<file path="src/rtl/claw_axis_stepper_if.sv">
// Signal bundle between the claw clock divider / limit switches and one stepper axis.
// The master side drives step clock, command and limits; the slave side is the axis stepper.
interface claw_axis_stepper_if #(
    parameter int POS_W = 16
);
    logic             step_clk;
    logic [1:0]       cmd;
    logic             lim_lo;
    logic             lim_hi;
    logic [3:0]       coil;
    logic [POS_W-1:0] position;
    logic             homed;
    logic             busy;
    logic             at_limit;
    logic             fault;

    modport master (
        output step_clk, cmd, lim_lo, lim_hi,
        input  coil, position, homed, busy, at_limit, fault
    );

    modport slave (
        input  step_clk, cmd, lim_lo, lim_hi,
        output coil, position, homed, busy, at_limit, fault
    );
endinterface

</file>
<file path="src/rtl/claw_axis_stepper.sv">
// One claw-game stepper axis: synchronizes the divided step clock and limit switches,
// walks a 4-phase coil pattern, tracks absolute position and handles homing / faults.
module claw_axis_stepper #(
    parameter int POS_W     = 16,
    parameter int POS_MAX   = 4000,
    parameter int HALF_STEP = 1,
    parameter int HOME_MAX  = 8191
) (
    input  logic               clk,
    input  logic               rst,
    claw_axis_stepper_if.slave axis
);

    localparam int               HC_W       = $clog2(HOME_MAX + 1);
    localparam logic [POS_W-1:0] POS_MAX_V  = POS_W'(POS_MAX);
    localparam logic [HC_W-1:0]  HOME_MAX_V = HC_W'(HOME_MAX);
    localparam logic [2:0]       STEP_INC   = (HALF_STEP != 0) ? 3'd1 : 3'd2;

    typedef enum logic [2:0] {
        ST_UNHOMED = 3'd0,
        ST_HOMING  = 3'd1,
        ST_IDLE    = 3'd2,
        ST_FWD     = 3'd3,
        ST_REV     = 3'd4,
        ST_FAULT   = 3'd5
    } state_t;

    state_t           state_q, state_d;
    logic [2:0]       idx_q, idx_d;
    logic [POS_W-1:0] pos_q, pos_d;
    logic             homed_q, homed_d;
    logic [HC_W-1:0]  hcnt_q, hcnt_d;
    logic [3:0]       coil_q, coil_d;
    logic             busy_q, busy_d;
    logic             at_limit_q, at_limit_d;
    logic             fault_q, fault_d;

    logic step_s1_q, step_s2_q, step_s3_q;
    logic step_s1_d, step_s2_d, step_s3_d;
    logic lo_s1_q, lo_s2_q, hi_s1_q, hi_s2_q;
    logic lo_s1_d, lo_s2_d, hi_s1_d, hi_s2_d;

    logic tick;
    logic lo_sync;
    logic hi_sync;

    function automatic logic [3:0] phase_coil(input logic [2:0] idx);
        logic [3:0] pat;
        case (idx)
            3'd0:    pat = 4'b1000;
            3'd1:    pat = 4'b1100;
            3'd2:    pat = 4'b0100;
            3'd3:    pat = 4'b0110;
            3'd4:    pat = 4'b0010;
            3'd5:    pat = 4'b0011;
            3'd6:    pat = 4'b0001;
            default: pat = 4'b1001;
        endcase
        return pat;
    endfunction

    // Two-flop synchronizers; the extra step flop turns a rising edge into a one-clk tick.
    always_comb begin
        step_s1_d = axis.step_clk;
        step_s2_d = step_s1_q;
        step_s3_d = step_s2_q;
        lo_s1_d   = axis.lim_lo;
        lo_s2_d   = lo_s1_q;
        hi_s1_d   = axis.lim_hi;
        hi_s2_d   = hi_s1_q;
    end

    assign tick    = step_s2_q & ~step_s3_q;
    assign lo_sync = lo_s2_q;
    assign hi_sync = hi_s2_q;

    always_comb begin
        state_d = state_q;
        idx_d   = idx_q;
        pos_d   = pos_q;
        homed_d = homed_q;
        hcnt_d  = hcnt_q;

        case (state_q)
            ST_UNHOMED: begin
                if (axis.cmd == 2'b11) begin
                    state_d = ST_HOMING;
                    hcnt_d  = '0;
                end
            end
            ST_HOMING: begin
                homed_d = 1'b0;
                if (lo_sync) begin
                    pos_d   = '0;
                    homed_d = 1'b1;
                    state_d = ST_IDLE;
                end else if (hcnt_q >= HOME_MAX_V) begin
                    state_d = ST_FAULT;
                end else if (axis.cmd == 2'b00) begin
                    state_d = ST_UNHOMED;
                end else if (tick) begin
                    idx_d  = idx_q - STEP_INC;
                    hcnt_d = (hcnt_q == HOME_MAX_V) ? hcnt_q : hcnt_q + HC_W'(1);
                end
            end
            ST_IDLE: begin
                case (axis.cmd)
                    2'b01: state_d = ST_FWD;
                    2'b10: state_d = ST_REV;
                    2'b11: begin
                        state_d = ST_HOMING;
                        homed_d = 1'b0;
                        hcnt_d  = '0;
                    end
                    default: state_d = ST_IDLE;
                endcase
            end
            // A command change takes priority over a tick arriving in the same cycle.
            ST_FWD: begin
                if (axis.cmd != 2'b01) begin
                    state_d = ST_IDLE;
                end else if (tick && (pos_q < POS_MAX_V) && !hi_sync) begin
                    idx_d = idx_q + STEP_INC;
                    pos_d = pos_q + POS_W'(1);
                end
            end
            ST_REV: begin
                if (axis.cmd != 2'b10) begin
                    state_d = ST_IDLE;
                end else if (tick && (pos_q != '0) && !lo_sync) begin
                    idx_d = idx_q - STEP_INC;
                    pos_d = pos_q - POS_W'(1);
                end
            end
            ST_FAULT: state_d = ST_FAULT;
            default:  state_d = ST_UNHOMED;
        endcase

        // Both limit switches closed means broken wiring: freeze everything and fault.
        if ((state_q != ST_UNHOMED) && lo_sync && hi_sync) begin
            state_d = ST_FAULT;
            idx_d   = idx_q;
            pos_d   = pos_q;
            homed_d = homed_q;
            hcnt_d  = hcnt_q;
        end
    end

    always_comb begin
        coil_d     = ((state_d == ST_UNHOMED) || (state_d == ST_FAULT)) ? 4'b0000 : phase_coil(idx_d);
        busy_d     = (state_d == ST_HOMING) || (state_d == ST_FWD) || (state_d == ST_REV);
        at_limit_d = homed_d && ((pos_d == '0) || (pos_d == POS_MAX_V) || lo_sync || hi_sync);
        fault_d    = (state_d == ST_FAULT);
    end

    always_ff @(posedge clk) begin
        if (rst) begin
            state_q    <= ST_UNHOMED;
            idx_q      <= '0;
            pos_q      <= '0;
            homed_q    <= 1'b0;
            hcnt_q     <= '0;
            coil_q     <= 4'b0000;
            busy_q     <= 1'b0;
            at_limit_q <= 1'b0;
            fault_q    <= 1'b0;
            step_s1_q  <= 1'b0;
            step_s2_q  <= 1'b0;
            step_s3_q  <= 1'b0;
            lo_s1_q    <= 1'b0;
            lo_s2_q    <= 1'b0;
            hi_s1_q    <= 1'b0;
            hi_s2_q    <= 1'b0;
        end else begin
            state_q    <= state_d;
            idx_q      <= idx_d;
            pos_q      <= pos_d;
            homed_q    <= homed_d;
            hcnt_q     <= hcnt_d;
            coil_q     <= coil_d;
            busy_q     <= busy_d;
            at_limit_q <= at_limit_d;
            fault_q    <= fault_d;
            step_s1_q  <= step_s1_d;
            step_s2_q  <= step_s2_d;
            step_s3_q  <= step_s3_d;
            lo_s1_q    <= lo_s1_d;
            lo_s2_q    <= lo_s2_d;
            hi_s1_q    <= hi_s1_d;
            hi_s2_q    <= hi_s2_d;
        end
    end

    assign axis.coil     = coil_q;
    assign axis.position = pos_q;
    assign axis.homed    = homed_q;
    assign axis.busy     = busy_q;
    assign axis.at_limit = at_limit_q;
    assign axis.fault    = fault_q;

endmodule

</file>
<file path="src/flat_wrapper.sv">
// flat-port wrapper written by rule: the top's interface ports become plain ports
module claw_axis_stepper_flat 
#(
    parameter int POS_W     = 16,
    parameter int POS_MAX   = 4000,
    parameter int HALF_STEP = 1,
    parameter int HOME_MAX  = 8191
)
  (clk, rst, axis_step_clk, axis_cmd, axis_lim_lo, axis_lim_hi, axis_coil, axis_position, axis_homed, axis_busy, axis_at_limit, axis_fault);
  claw_axis_stepper_if #(.POS_W(POS_W)) axis_i ();
  input  logic clk;
  input  logic rst;
  input wire logic [$bits(axis_i.step_clk)-1:0] axis_step_clk;
  input wire logic [$bits(axis_i.cmd)-1:0] axis_cmd;
  input wire logic [$bits(axis_i.lim_lo)-1:0] axis_lim_lo;
  input wire logic [$bits(axis_i.lim_hi)-1:0] axis_lim_hi;
  output wire logic [$bits(axis_i.coil)-1:0] axis_coil;
  output wire logic [$bits(axis_i.position)-1:0] axis_position;
  output wire logic [$bits(axis_i.homed)-1:0] axis_homed;
  output wire logic [$bits(axis_i.busy)-1:0] axis_busy;
  output wire logic [$bits(axis_i.at_limit)-1:0] axis_at_limit;
  output wire logic [$bits(axis_i.fault)-1:0] axis_fault;
  assign axis_i.step_clk = axis_step_clk;
  assign axis_i.cmd = axis_cmd;
  assign axis_i.lim_lo = axis_lim_lo;
  assign axis_i.lim_hi = axis_lim_hi;
  assign axis_coil = axis_i.coil;
  assign axis_position = axis_i.position;
  assign axis_homed = axis_i.homed;
  assign axis_busy = axis_i.busy;
  assign axis_at_limit = axis_i.at_limit;
  assign axis_fault = axis_i.fault;
  claw_axis_stepper #(.POS_W(POS_W), .POS_MAX(POS_MAX), .HALF_STEP(HALF_STEP), .HOME_MAX(HOME_MAX)) u_core (.clk(clk), .rst(rst), .axis(axis_i));
endmodule
</file>
<file path="config.mk">
export PLATFORM = sky130hd
export DESIGN_NAME = claw_axis_stepper_flat
export DESIGN_NICKNAME = d
export VERILOG_FILES = /design/src/rtl/claw_axis_stepper_if.sv /design/src/rtl/claw_axis_stepper.sv /design/src/flat_wrapper.sv
export SDC_FILE = /design/constraint.sdc
export NUM_CORES = 1
export LEC_CHECK = 0
export ABC_AREA = 1
export BUFFER_PORTS_ARGS = -buffer_cell sky130_fd_sc_hd__clkbuf_2
export CAP_MARGIN = 0
export CELL_PAD_IN_SITES_DETAIL_PLACEMENT = 1
export CELL_PAD_IN_SITES_GLOBAL_PLACEMENT = 2
export CORE_ASPECT_RATIO = 0.7
export CORE_UTILIZATION = 29
export CTS_BUF_LIST = sky130_fd_sc_hd__clkbuf_16
export CTS_CLUSTER_DIAMETER = 120
export CTS_CLUSTER_SIZE = 14
export DETAILED_ROUTE_END_ITERATION = 16
export PLACE_DENSITY_LB_ADDON = 0.1
export SETUP_SLACK_MARGIN = 0.05
export SLEW_MARGIN = 20
export SYNTH_ARGS = -nofsm -noshare
export SYNTH_HDL_FRONTEND = slang
export SYNTH_SLANG_ARGS = --single-unit
</file>
<file path="constraint.sdc">
create_clock -name clk -period 1.8 [get_ports clk]
set_input_delay 0.18 -clock clk [delete_from_list [all_inputs] [get_ports clk]]
set_output_delay 0.18 -clock clk [all_outputs]
set_load 0.05 [all_outputs]
</file>
==> results.py, run 1 <==
metrics = {
    "timing": {
        "setup_violations": 27,
        "period_share_pct": 122,
        "tightest_slew_ns": 0.453,
        "timing.final.ws_setup_ns": -0.388,
        "fin_skew_ns": 0.00824,
        "hold_viol_final": 0,
        "relSlewSlack_pct": 69.8,
        "fmax_mhz": 457,
        "rsz0062_at_grt": "yes",
        "drv_slew": 0,
        "whs_ns": 0.0646,
        "period_minus_slack_ns": 2.19,
        "fin_setup_tns_ns": -3.64,
    },
    "worst_setup_path": {
        "critPathMaxFanout": 7,
        "cp_slowest_cell": "dfxtp_4",
        "start_kind": "flop",
        "worstPathRequired_ns": 2.04,
        "critPathMaxStageDelay_ns": 0.37,
        "path_class": "reg -> reg",
        "path_common_cell": "nand2_1",
        "crit_chain": "inv_4, ha_4, nand2_4, nor2_4, nand2_4, buf_6, nand3_2, nand2_2, nand3_2, nand2_1, a21boi_1, buf_4, nand2_2, nor2_2, nand2_1, nor2_1, nand2_1, a21oi_2",
        "path_delay_family": "simple AND/OR/NAND/NOR gates",
        "cp.arrival_ns": 2.43,
        "cp-end-kind": "flop",
        "critPathBufInv": 3,
    },
    "die": {
        "start_util_pct": 29.7,
        "rows": 33,
        "die_area_um2": 12400,
        "coreArea_um2": 11700,
        "die_x_um": 133,
        "fp.dieH_um": 93.6,
        "ios": 31,
    },
    "hold_path": {
        "hold_path_class": "in -> reg",
    },
    "power_and_ir_drop": {
        "p_seq_share_pct": 41.2,
        "p_sw_mw": 0.793,
        "p_int_mw": 1.93,
        "p_sw_share_pct": 29.1,
        "p_leak_nw": 3.11,
        "power.density_nw_per_um2": 420,
        "clock_power_share_pct": 40.0,
        "irDropWorstVdd_mv": 0.365,
        "power.share.combinational_pct": 18.8,
    },
    "logic_synthesis": {
        "syn_area_um2": 3470,
        "yosysWarnings": 0,
        "ys_types": 40,
        "synth_ff_type": "dfxtp_1",
        "syn_nets": 590,
        "seq_area_frac_synth_pct": 28.8,
        "async_reset_ff_share_pct": 0,
        "syn_area_per_cell_um2": 6.01,
        "synth-edff-count": 0,
        "ys_ff_latch": 50,
        "synthCells": 578,
    },
    "cells_and_area": {
        "layout_common_cells": "buf_4 (152), nand2_1 (108), inv_1 (57), nand2_2 (44), nor2_1 (41)",
        "layout_commonest_cell": "buf_4",
        "drive_gt1_share_pct": 59.2,
        "stdcell_count": 946,
        "fin_util_pct": 55.5,
        "nets": 800,
        "n_antenna_cell": 0,
        "syn2layout_area_growth_pct": 86.6,
        "final_area_um2": 6480,
        "fillers": 1463,
    },
    "route": {
        "drt_iter0_drc": 169,
        "maxUsedRoutingLayer": "met4",
        "vias": 4676,
        "drt-pass1-iter-count": 4,
        "drc_errors": 0,
        "met3_length_um": 633,
        "drt-met1-wl_mm": 7.82,
        "detail-route-antenna-nets": 0,
        "viasPerCell": 4.94,
        "drt-total-wl_mm": 16.5,
        "wl_met2_mm": 7.92,
        "post_drt_wl_per_cell_um": 17.5,
    },
    "clock_tree": {
        "htree_levels": 2,
        "clock-root-buffer": "clkbuf_16",
        "hold_buffers": 0,
        "path_clk_slew_ns": 0.08,
        "clk_latency_ns": 0.30,
        "cts_buffers": 5,
        "cts_tree": "done",
        "cts_sinks": 50,
        "cts_buffer_depth": 2,
    },
    "placed_design": {
        "gp_congestion": 0.910,
        "port-buffer-count": 30,
        "dp_cells": 898,
        "dp_hpwl_mm": 11.5,
        "place_area_um2": 4940,
    },
    "global_routing": {
        "grt_pass1_wl_mm": 24.8,
        "grt_pass1_vias": 4787,
        "grt_use_total_pct": 25.8,
        "grt_overflow": 0,
        "antenna_found_initial": 0,
        "grt_max_degree": 28,
    },
    "outcome": {
        "status": "finished, violations left",
        "failed_checks": "setup timing",
    },
    "flow_run": {
        "maxCapViolCount": 0,
    },
}
## registers in the layout (all words and copies together) (netlist names)
register and flops:
u_core.axis.fault 1, u_core.hi_s2_q 1, u_core.axis.at_limit 1, u_core.axis.homed 1
u_core.axis.coil 4, u_core.state_q 3, u_core.lo_s1_q 1, u_core.axis.busy 1
u_core.lo_s2_q 1, u_core.axis.position 16, u_core.hcnt_q 13, u_core.idx_q 3
u_core.step_s1_q 1, u_core.step_s2_q 1, u_core.step_s3_q 1, u_core.hi_s1_q 1
## timing repair
action,in CTS,in global routing
setup endpoints to repair,39,41
pin swaps,30,61
setup buffers,21,21
gates resized for setup,149,139
cloned,2,0
## power by group through the flow
stage | Sequential, mW | Clock, mW | Combinational, mW
6_report | 1.12 | 1.09 | 0.513
5_1_grt | 1.12 | 1.15 | 0.546
4_1_cts | 1.12 | 1.12 | 0.423
3_5_place_dp | 1.15 | 0 | 0.342
3_3_place_gp | 1.15 | 0 | 0.334
2_1_floorplan | 1.17 | 0 | 0.152
## path summary, 6_finish.rpt
path	startpoint	to	slack [ns]	cells after the start
setup / recovery	u_core.axis.position[0]	u_core.axis.at_limit	-0.39	18
setup reg to reg	u_core.axis.position[0]	u_core.axis.at_limit	-0.39	18
hold reg to reg	u_core.lo_s1_q	u_core.lo_s2_q	0.41	2
hold / removal	axis_step_clk	u_core.step_s1_q	0.06	3
## stage by stage
stage / setup slack (ns) / total power [mW]
4_1_cts: -0.323 / 2.67
2_1_floorplan: -0.0765 / 1.32
5_1_grt: -0.494 / 2.82
3_5_place_dp: -0.545 / 1.49
6_report: -0.388 / 2.72
3_3_place_gp: -0.478 / 1.48
## area by class of cell
cell class,count,area [um2],share of cell area [%]
repair buffers,217,1700,26.3
clock inverters,2,13.8,0.212
well taps,157,196,3.03
inverters,79,319,4.92
flip-flops and latches,50,1060,16.3
clock buffers,6,150,2.32
multi-input cells,435,3040,46.9
## Yosys cell counts, types with 2 or more instances
cell type / number / area share (%)
a21boi_1: 2 / 0.43
a21oi_1: 24 / 3.5
a21oi_2: 2 / 0.50
a31oi_1: 2 / 0.36
buf_2: 6 / 0.86
buf_4: 2 / 0.43
buf_6: 4 / 1.3
clkbuf_1: 4 / 0.43
dfxtp_1: 50 / 29
ha_1: 5 / 1.8
inv_1: 71 / 7.7
inv_2: 8 / 0.86
nand2_1: 156 / 17
nand2_2: 9 / 1.6
nand3_1: 64 / 9.2
nand3_2: 3 / 0.86
nand4_1: 15 / 2.7
nor2_1: 84 / 9.1
nor2_2: 12 / 2.2
nor2_4: 3 / 0.97
nor3_1: 10 / 1.4
o211ai_1: 3 / 0.65
o21ai_0: 18 / 2.6
o21ai_1: 2 / 0.29
o21ai_2: 3 / 0.76
o22ai_1: 2 / 0.36
## per-layer routing
metal	vias to the layer above	global-route usage, %
met5	-	0
met4	0	6.32
met3	10	3.90
met2	74	43.0
met1	2306	34.8
li1	2286	-
## worst reg2reg max path, cell delays in order, from the launching register on
cell and delay [ns]:
dfxtp_4 0.37, inv_4 0.07, ha_4 0.16, nand2_4 0.06
nor2_4 0.14, nand2_4 0.12, buf_6 0.14, nand3_2 0.06
nand2_2 0.06, nand3_2 0.05, nand2_1 0.05, a21boi_1 0.16
buf_4 0.16, nand2_2 0.06, nor2_2 0.10, nand2_1 0.06
nor2_1 0.11, nand2_1 0.08, a21oi_2 0.13
## logic make-up after synthesis
logic type / count (synthesis) / synth area share, %
buffers and inverters: 95 / 11.6
AO/OA/AOI/OAI: 64 / 11.0
adder cells (fa/ha/maj): 5 / 1.80
flip-flops: 50 / 28.8
XOR/XNOR: 1 / 0.252
AND/OR/NAND/NOR: 363 / 46.6
No activity file was read; power rests on OpenSTA's default activity.
==> run 2, diff against run 1 <==
--- a/config.mk
+++ b/config.mk
@@ -5,13 +5,12 @@
 export SDC_FILE = /design/constraint.sdc
 export NUM_CORES = 1
 export LEC_CHECK = 0
-export ABC_AREA = 1
 export BUFFER_PORTS_ARGS = -buffer_cell sky130_fd_sc_hd__clkbuf_2
 export CAP_MARGIN = 0
 export CELL_PAD_IN_SITES_DETAIL_PLACEMENT = 1
 export CELL_PAD_IN_SITES_GLOBAL_PLACEMENT = 2
 export CORE_ASPECT_RATIO = 0.7
-export CORE_UTILIZATION = 29
+export CORE_UTILIZATION = 31
 export CTS_BUF_LIST = sky130_fd_sc_hd__clkbuf_16
 export CTS_CLUSTER_DIAMETER = 120
 export CTS_CLUSTER_SIZE = 14
==> run 2 against run 1 <==
  * The flow still finishes with violations (setup timing)
  * Cell count is 23% lower
  * Setup slack worse by 0.53 ns
  * Global-route usage is 3.1 points higher
  * Synthesized area is 11% lower
  * Cell area is 9.0% lower
  * Utilization is 5.4 points higher
  * Largest cell class unchanged
  * Clock power is 9% lower
  * Sequential share of layout area is 1.4 points higher
  * Wire length is 3.3% lower
  * Flip-flop and latch count stayed put
  * Largest power group unchanged
  * First-iteration DRC count is 59% higher
==> results.py, run 2 <==
metrics = {
    "global_routing": {
        "grt_pass1_vias": 4164,
        "grt_pass1_wl_mm": 22.8,
        "grt_max_degree": 20,
        "antenna_found_initial": 1,
        "grt_use_total_pct": 28.9,
        "grt_overflow": 0,
    },
    "logic_synthesis": {
        "synth_area_leader_cell": "dfxtp_1",
        "seq_area_frac_synth_pct": 32.4,
        "yosys-top-cells-count": "nor2_1 (57), dfxtp_1 (50), nand2_1 (39)",
        "synth-edff-count": 0,
        "netlist.area_leader.share_pct": 32.4,
        "ys_ff_latch": 50,
        "synth_ff_type": "dfxtp_1",
        "yosys-top-cells-area": "dfxtp_1 (32%), nor2_1 (6.9%), nand2_1 (4.7%)",
        "syn_area_um2": 3090,
        "async_reset_ff_share_pct": 0,
        "syn_nets": 413,
        "yosys.cell_count.top_type": "nor2_1",
        "syn_area_per_cell_um2": 7.71,
        "synthCells": 401,
        "yosysWarnings": 0,
        "ys_types": 68,
    },
    "route": {
        "detail-route-antenna-nets": 0,
        "drt-pass1-iter-count": 4,
        "post_drt_wl_per_cell_um": 21.8,
        "drt-total-wl_mm": 16.0,
        "vias": 4037,
        "viasPerCell": 5.52,
        "drt_iter0_drc": 269,
        "drc_errors": 0,
    },
    "die": {
        "ios": 31,
        "rows": 30,
        "die_area_um2": 10400,
        "coreArea_um2": 9680,
        "die_x_um": 121,
        "start_util_pct": 31.9,
        "fp.dieH_um": 85.6,
    },
    "placed_design": {
        "place_area_um2": 4800,
        "port-buffer-count": 30,
        "dp_hpwl_mm": 10.2,
        "gp_congestion": 0.928,
    },
    "timing": {
        "hold_viol_final": 0,
        "drv_slew": 0,
        "setup_violations": 41,
        "period_minus_slack_ns": 2.71,
        "fin_setup_tns_ns": -20.05,
        "relSlewSlack_pct": 64.5,
        "whs_ns": 0.0801,
        "period_share_pct": 151,
        "tightest_slew_ns": 0.527,
        "fin_skew_ns": 0.0112,
        "fmax_mhz": 368,
        "timing.final.ws_setup_ns": -0.914,
        "rsz0062_at_grt": "yes",
    },
    "flow_run": {
        "maxCapViolCount": 0,
    },
    "clock_tree": {
        "cts_buffers": 5,
        "clk_latency_ns": 0.31,
        "hold_buffers": 0,
        "cts_buffer_depth": 2,
        "path_clk_slew_ns": 0.08,
        "cts_tree": "done",
        "cts_sinks": 50,
        "htree_levels": 2,
        "clock-root-buffer": "clkbuf_16",
    },
    "cells_and_area": {
        "drive_gt1_share_pct": 62.7,
        "nets": 615,
        "syn2layout_area_growth_pct": 90.7,
        "layout_commonest_cell": "buf_4",
        "layout_common_cells": "buf_4 (150), nor2_1 (36), buf_6 (32), clkbuf_2 (30), nand2_1 (29)",
        "largest_register_ffs": 16,
        "fin_util_pct": 60.9,
        "final_area_um2": 5900,
        "n_antenna_cell": 0,
        "fillers": 1098,
    },
    "power_and_ir_drop": {
        "p_total_mw": 2.64,
        "irDropWorstVdd_mv": 0.326,
        "power.density_nw_per_um2": 448,
        "p_leak_nw": 2.49,
    },
    "worst_setup_path": {
        "start_kind": "flop",
        "cp.arrival_ns": 2.92,
        "reg2reg_slack_ns": -0.91,
        "worstPathRequired_ns": 2.01,
        "cp-end-kind": "flop",
        "critPathMaxFanout": 3,
        "path_class": "reg -> reg",
    },
    "hold_path": {
        "hold_path_class": "in -> reg",
    },
    "outcome": {
        "failed_checks": "setup timing",
        "status": "finished, violations left",
    },
}
[run 2: changes by cell type after synthesis, sizes merged, moves of 6 or more]
| cell | previous run | this run |
|---|---|---|
| nand2 | 166 | 40 |
| inv | 79 | 10 |
| nand3 | 67 | 14 |
| nor2 | 99 | 57 |
| nor2b | 0 | 16 |
| clkbuf | 4 | 17 |
| nor4 | 2 | 12 |
| buf | 12 | 4 |
| xnor2 | 1 | 9 |
| a31oi | 2 | 8 |
[run 2: worst max-delay path, cell delays in order (launching register included)]
cell     delay (ns)
dfxtp_4        0.37
inv_4          0.06
ha_4           0.12
or4b_4         0.49
buf_6          0.15
nor4_4         0.26
a31o_1         0.25
a21oi_2        0.06
o31ai_4        0.28
nand2_1        0.11
nor4_2         0.16
a31oi_1        0.09
o41ai_2        0.20
[run 2: cell families after synthesis]
logic type	share of synthesized area (%)
simple gates	36.9
compound gates	20.8
flops	32.4
buf+inv	4.13
xor+xnor	3.12
fa+ha+maj	2.02
mux	0.648
[run 2: power breakdown]
group | internal [mW] | switching [mW]
Sequential | 1.12 | 0.0180
Clock | 0.511 | 0.479
Combinational | 0.225 | 0.281
Total | 1.86 | 0.779
[run 2: what timing repair did]
item / in CTS / in global routing
setup endpoints to repair: 42 / 43
pin swaps: 35 / 25
gates resized for setup: 103 / 65
cloned: 1 / 0
buffers inserted: 22 / 10
[run 2: layout make-up]
cell class	instances	area (um2)	share of cell area [%]
Clock buffer	5	125	2.12
Multi-Input combinational cell	320	2790	47.2
Sequential cell	50	1040	17.7
Clock inverter	3	16.3	0.276
Inverter	10	42.5	0.722
Timing Repair Buffer	216	1720	29.2
Tap cell	128	160	2.72
[run 2: path summary, 6_finish.rpt]
kind	end	cells after the start	startpoint
setup / recovery	u_core.axis.at_limit	12	u_core.axis.position[1]
hold / removal	u_core.hi_s1_q	2	axis_lim_hi
setup reg to reg	u_core.axis.at_limit	12	u_core.axis.position[1]
hold reg to reg	u_core.lo_s2_q	1	u_core.lo_s1_q
[run 2: per-stage QoR]
step / cells / setup slack, ns
2_1_floorplan: 401 / -0.741
3_3_place_gp: 697 / -0.892
3_5_place_dp: 697 / -0.936
4_1_cts: 724 / -0.787
5_1_grt: 732 / -1.00
6_report: 732 / -0.914
[run 2: routing by layer]
layer	up-vias	global-route usage (%)	share of wire, %
met5	-	0	0.050
met4	2	8.42	2.6
met3	35	6.98	5.5
met2	123	45.5	47
met1	2000	39.3	45
li1	1877	-	-
==> run 3, diff against run 2 <==
--- a/config.mk
+++ b/config.mk
@@ -9,7 +9,7 @@
 export CAP_MARGIN = 0
 export CELL_PAD_IN_SITES_DETAIL_PLACEMENT = 1
 export CELL_PAD_IN_SITES_GLOBAL_PLACEMENT = 2
-export CORE_ASPECT_RATIO = 0.7
+export CORE_ASPECT_RATIO = 0.5
 export CORE_UTILIZATION = 31
 export CTS_BUF_LIST = sky130_fd_sc_hd__clkbuf_16
 export CTS_CLUSTER_DIAMETER = 120
==> run 3 against run 2 <==
  * The run still ends with setup timing left
  * Critical path type unchanged
  * Highest routed layer is now met4
  * Register-to-register slack improved by 0.07 ns
  * Clock skew down 0.0062 ns
  * Cell area is 7.3% lower
  * Clock-buffer cell count did not move
  * Critical path depth is the same
  * Clock power fell by 1%
  * Flip-flop and latch count unchanged
  * Utilization fell by 3.8 points
  * Total power shrank 2.1%
  * Fmax rose by 2.8%
  * Largest power group unchanged
  * First-iteration DRC count shrank 23%
==> results.py, run 3 (synthesized netlist as in run 2, its figures left out) <==
metrics = {
    "cells_and_area": {
        "drive_gt1_share_pct": 59.2,
        "nets": 585,
        "final_area_um2": 5460,
        "fin_util_pct": 57.1,
        "layout_commonest_cell": "buf_4",
        "stdcell_count": 709,
        "largest_register_ffs": 16,
        "n_antenna_cell": 0,
        "layout_common_cells": "buf_4 (139), nor2_1 (45), nand2_1 (31), clkbuf_2 (30), dfxtp_1 (26)",
        "syn2layout_area_growth_pct": 76.7,
    },
    "placed_design": {
        "dp_hpwl_mm": 9.58,
        "gp_congestion": 0.895,
        "port-buffer-count": 30,
        "place_area_um2": 4610,
        "dp_slack_ns": -0.909,
        "dp_cells": 679,
    },
    "route": {
        "drt-pass1-iter-count": 4,
        "post_drt_wl_per_cell_um": 19.0,
        "viasPerCell": 5.34,
        "drt-total-wl_mm": 13.5,
        "drt_iter0_drc": 206,
        "detail-route-antenna-nets": 0,
        "drc_errors": 0,
        "vias": 3789,
    },
    "timing": {
        "rsz0062_at_grt": "yes",
        "whs_ns": 0.100,
        "fin_skew_ns": 0.00491,
        "fmax_mhz": 379,
        "period_minus_slack_ns": 2.64,
        "setup_violations": 41,
        "tightest_slew_ns": 0.435,
        "hold_viol_final": 0,
        "period_share_pct": 147,
        "relSlewSlack_pct": 70.7,
        "drv_slew": 0,
        "timing.final.ws_setup_ns": -0.841,
        "fin_setup_tns_ns": -18.33,
    },
    "die": {
        "die_x_um": 143,
        "ios": 31,
        "start_util_pct": 32.3,
        "coreArea_um2": 9570,
        "fp.dieH_um": 72.6,
        "rows": 25,
        "die_area_um2": 10400,
    },
    "worst_setup_path": {
        "start_kind": "flop",
        "path_class": "reg -> reg",
        "worstPathRequired_ns": 2.00,
        "critPathMaxFanout": 3,
        "cp-end-kind": "flop",
        "reg2reg_slack_ns": -0.84,
        "r2r_cells": 12,
        "r2r-end": "u_core.axis.at_limit",
        "r2r_start": "u_core.axis.position[0]",
        "cp.arrival_ns": 2.84,
    },
    "global_routing": {
        "grt_pass1_vias": 4074,
        "grt_use_total_pct": 26.7,
        "grt_max_degree": 24,
        "grt_pass1_wl_mm": 21.4,
        "antenna_found_initial": 0,
        "grt_overflow": 0,
    },
    "hold_path": {
        "hold_start": "axis_lim_hi",
        "hold_path_class": "in -> reg",
        "min_path_cells": 2,
        "min_to": "u_core.hi_s1_q",
    },
    "clock_tree": {
        "clk_latency_ns": 0.30,
        "hold_buffers": 0,
        "cts_sinks": 50,
        "cts_buffer_depth": 2,
        "cts_tree": "done",
        "htree_levels": 2,
        "path_clk_slew_ns": 0.07,
        "cts_buffers": 5,
        "clock-root-buffer": "clkbuf_16",
    },
    "power_and_ir_drop": {
        "irDropWorstVdd_mv": 0.310,
        "p_leak_nw": 2.30,
        "power.density_nw_per_um2": 473,
        "p_total_mw": 2.58,
    },
    "outcome": {
        "failed_checks": "setup timing",
        "status": "finished, violations left",
    },
    "flow_run": {
        "maxCapViolCount": 0,
    },
}
==> run 3: critical path, cell delays in order (launching register included) <==
cell	delay (ns)
dfxtp_4	0.36
inv_4	0.06
ha_4	0.14
or4b_4	0.48
nor4_4	0.17
buf_4	0.19
a21o_1	0.14
or3_4	0.13
xnor2_2	0.07
a21oi_2	0.18
nand2_1	0.10
nand4b_1	0.20
o41ai_2	0.32
==> run 3: layer usage <==
metal | GRT usage, % | wire length, um | vias to the layer above
li1 | - | - | 1814
met4 | 6.03 | 126 | 0
met3 | 3.74 | 390 | 11
met2 | 49.7 | 6900 | 56
met5 | 0 | 0 | -
met1 | 33.0 | 6030 | 1908
==> run 3: worst max path at each step <==
stage	from	end	slack, ns	cells past startpoint
after floorplan	u_core.axis.position[1]	u_core.axis.at_limit	-0.74	10
after global placement	u_core.axis.position[1]	u_core.axis.at_limit	-0.81	12
after detailed placement	u_core.axis.position[0]	u_core.axis.at_limit	-0.91	12
after CTS	u_core.axis.position[0]	u_core.axis.at_limit	-0.84	12
after global routing	u_core.axis.position[0]	u_core.axis.at_limit	-0.96	12
final	u_core.axis.position[0]	u_core.axis.at_limit	-0.84	12
==> run 3: power by group <==
part           internal [mW]  switching (mW)
sequential              1.12          0.0233
clock                  0.513           0.464
combinational          0.205           0.255
total                   1.84           0.741
==> run 3: area by class of cell <==
cell class	instances	area, um2
multi-input cells	321	2670
repair buffers	185	1400
clock buffers	5	125
well taps	135	169
clock inverters	3	16.3
inverters	10	42.5
flip-flops and latches	50	1040
fillers	1120	4110
==> run 3: what timing repair did <==
action,4_1_cts,5_1_grt
gates resized for setup,80,52
pin swaps,31,40
gates cloned,0,1
buffers inserted,24,12
endpoints found under the setup margin,41,41
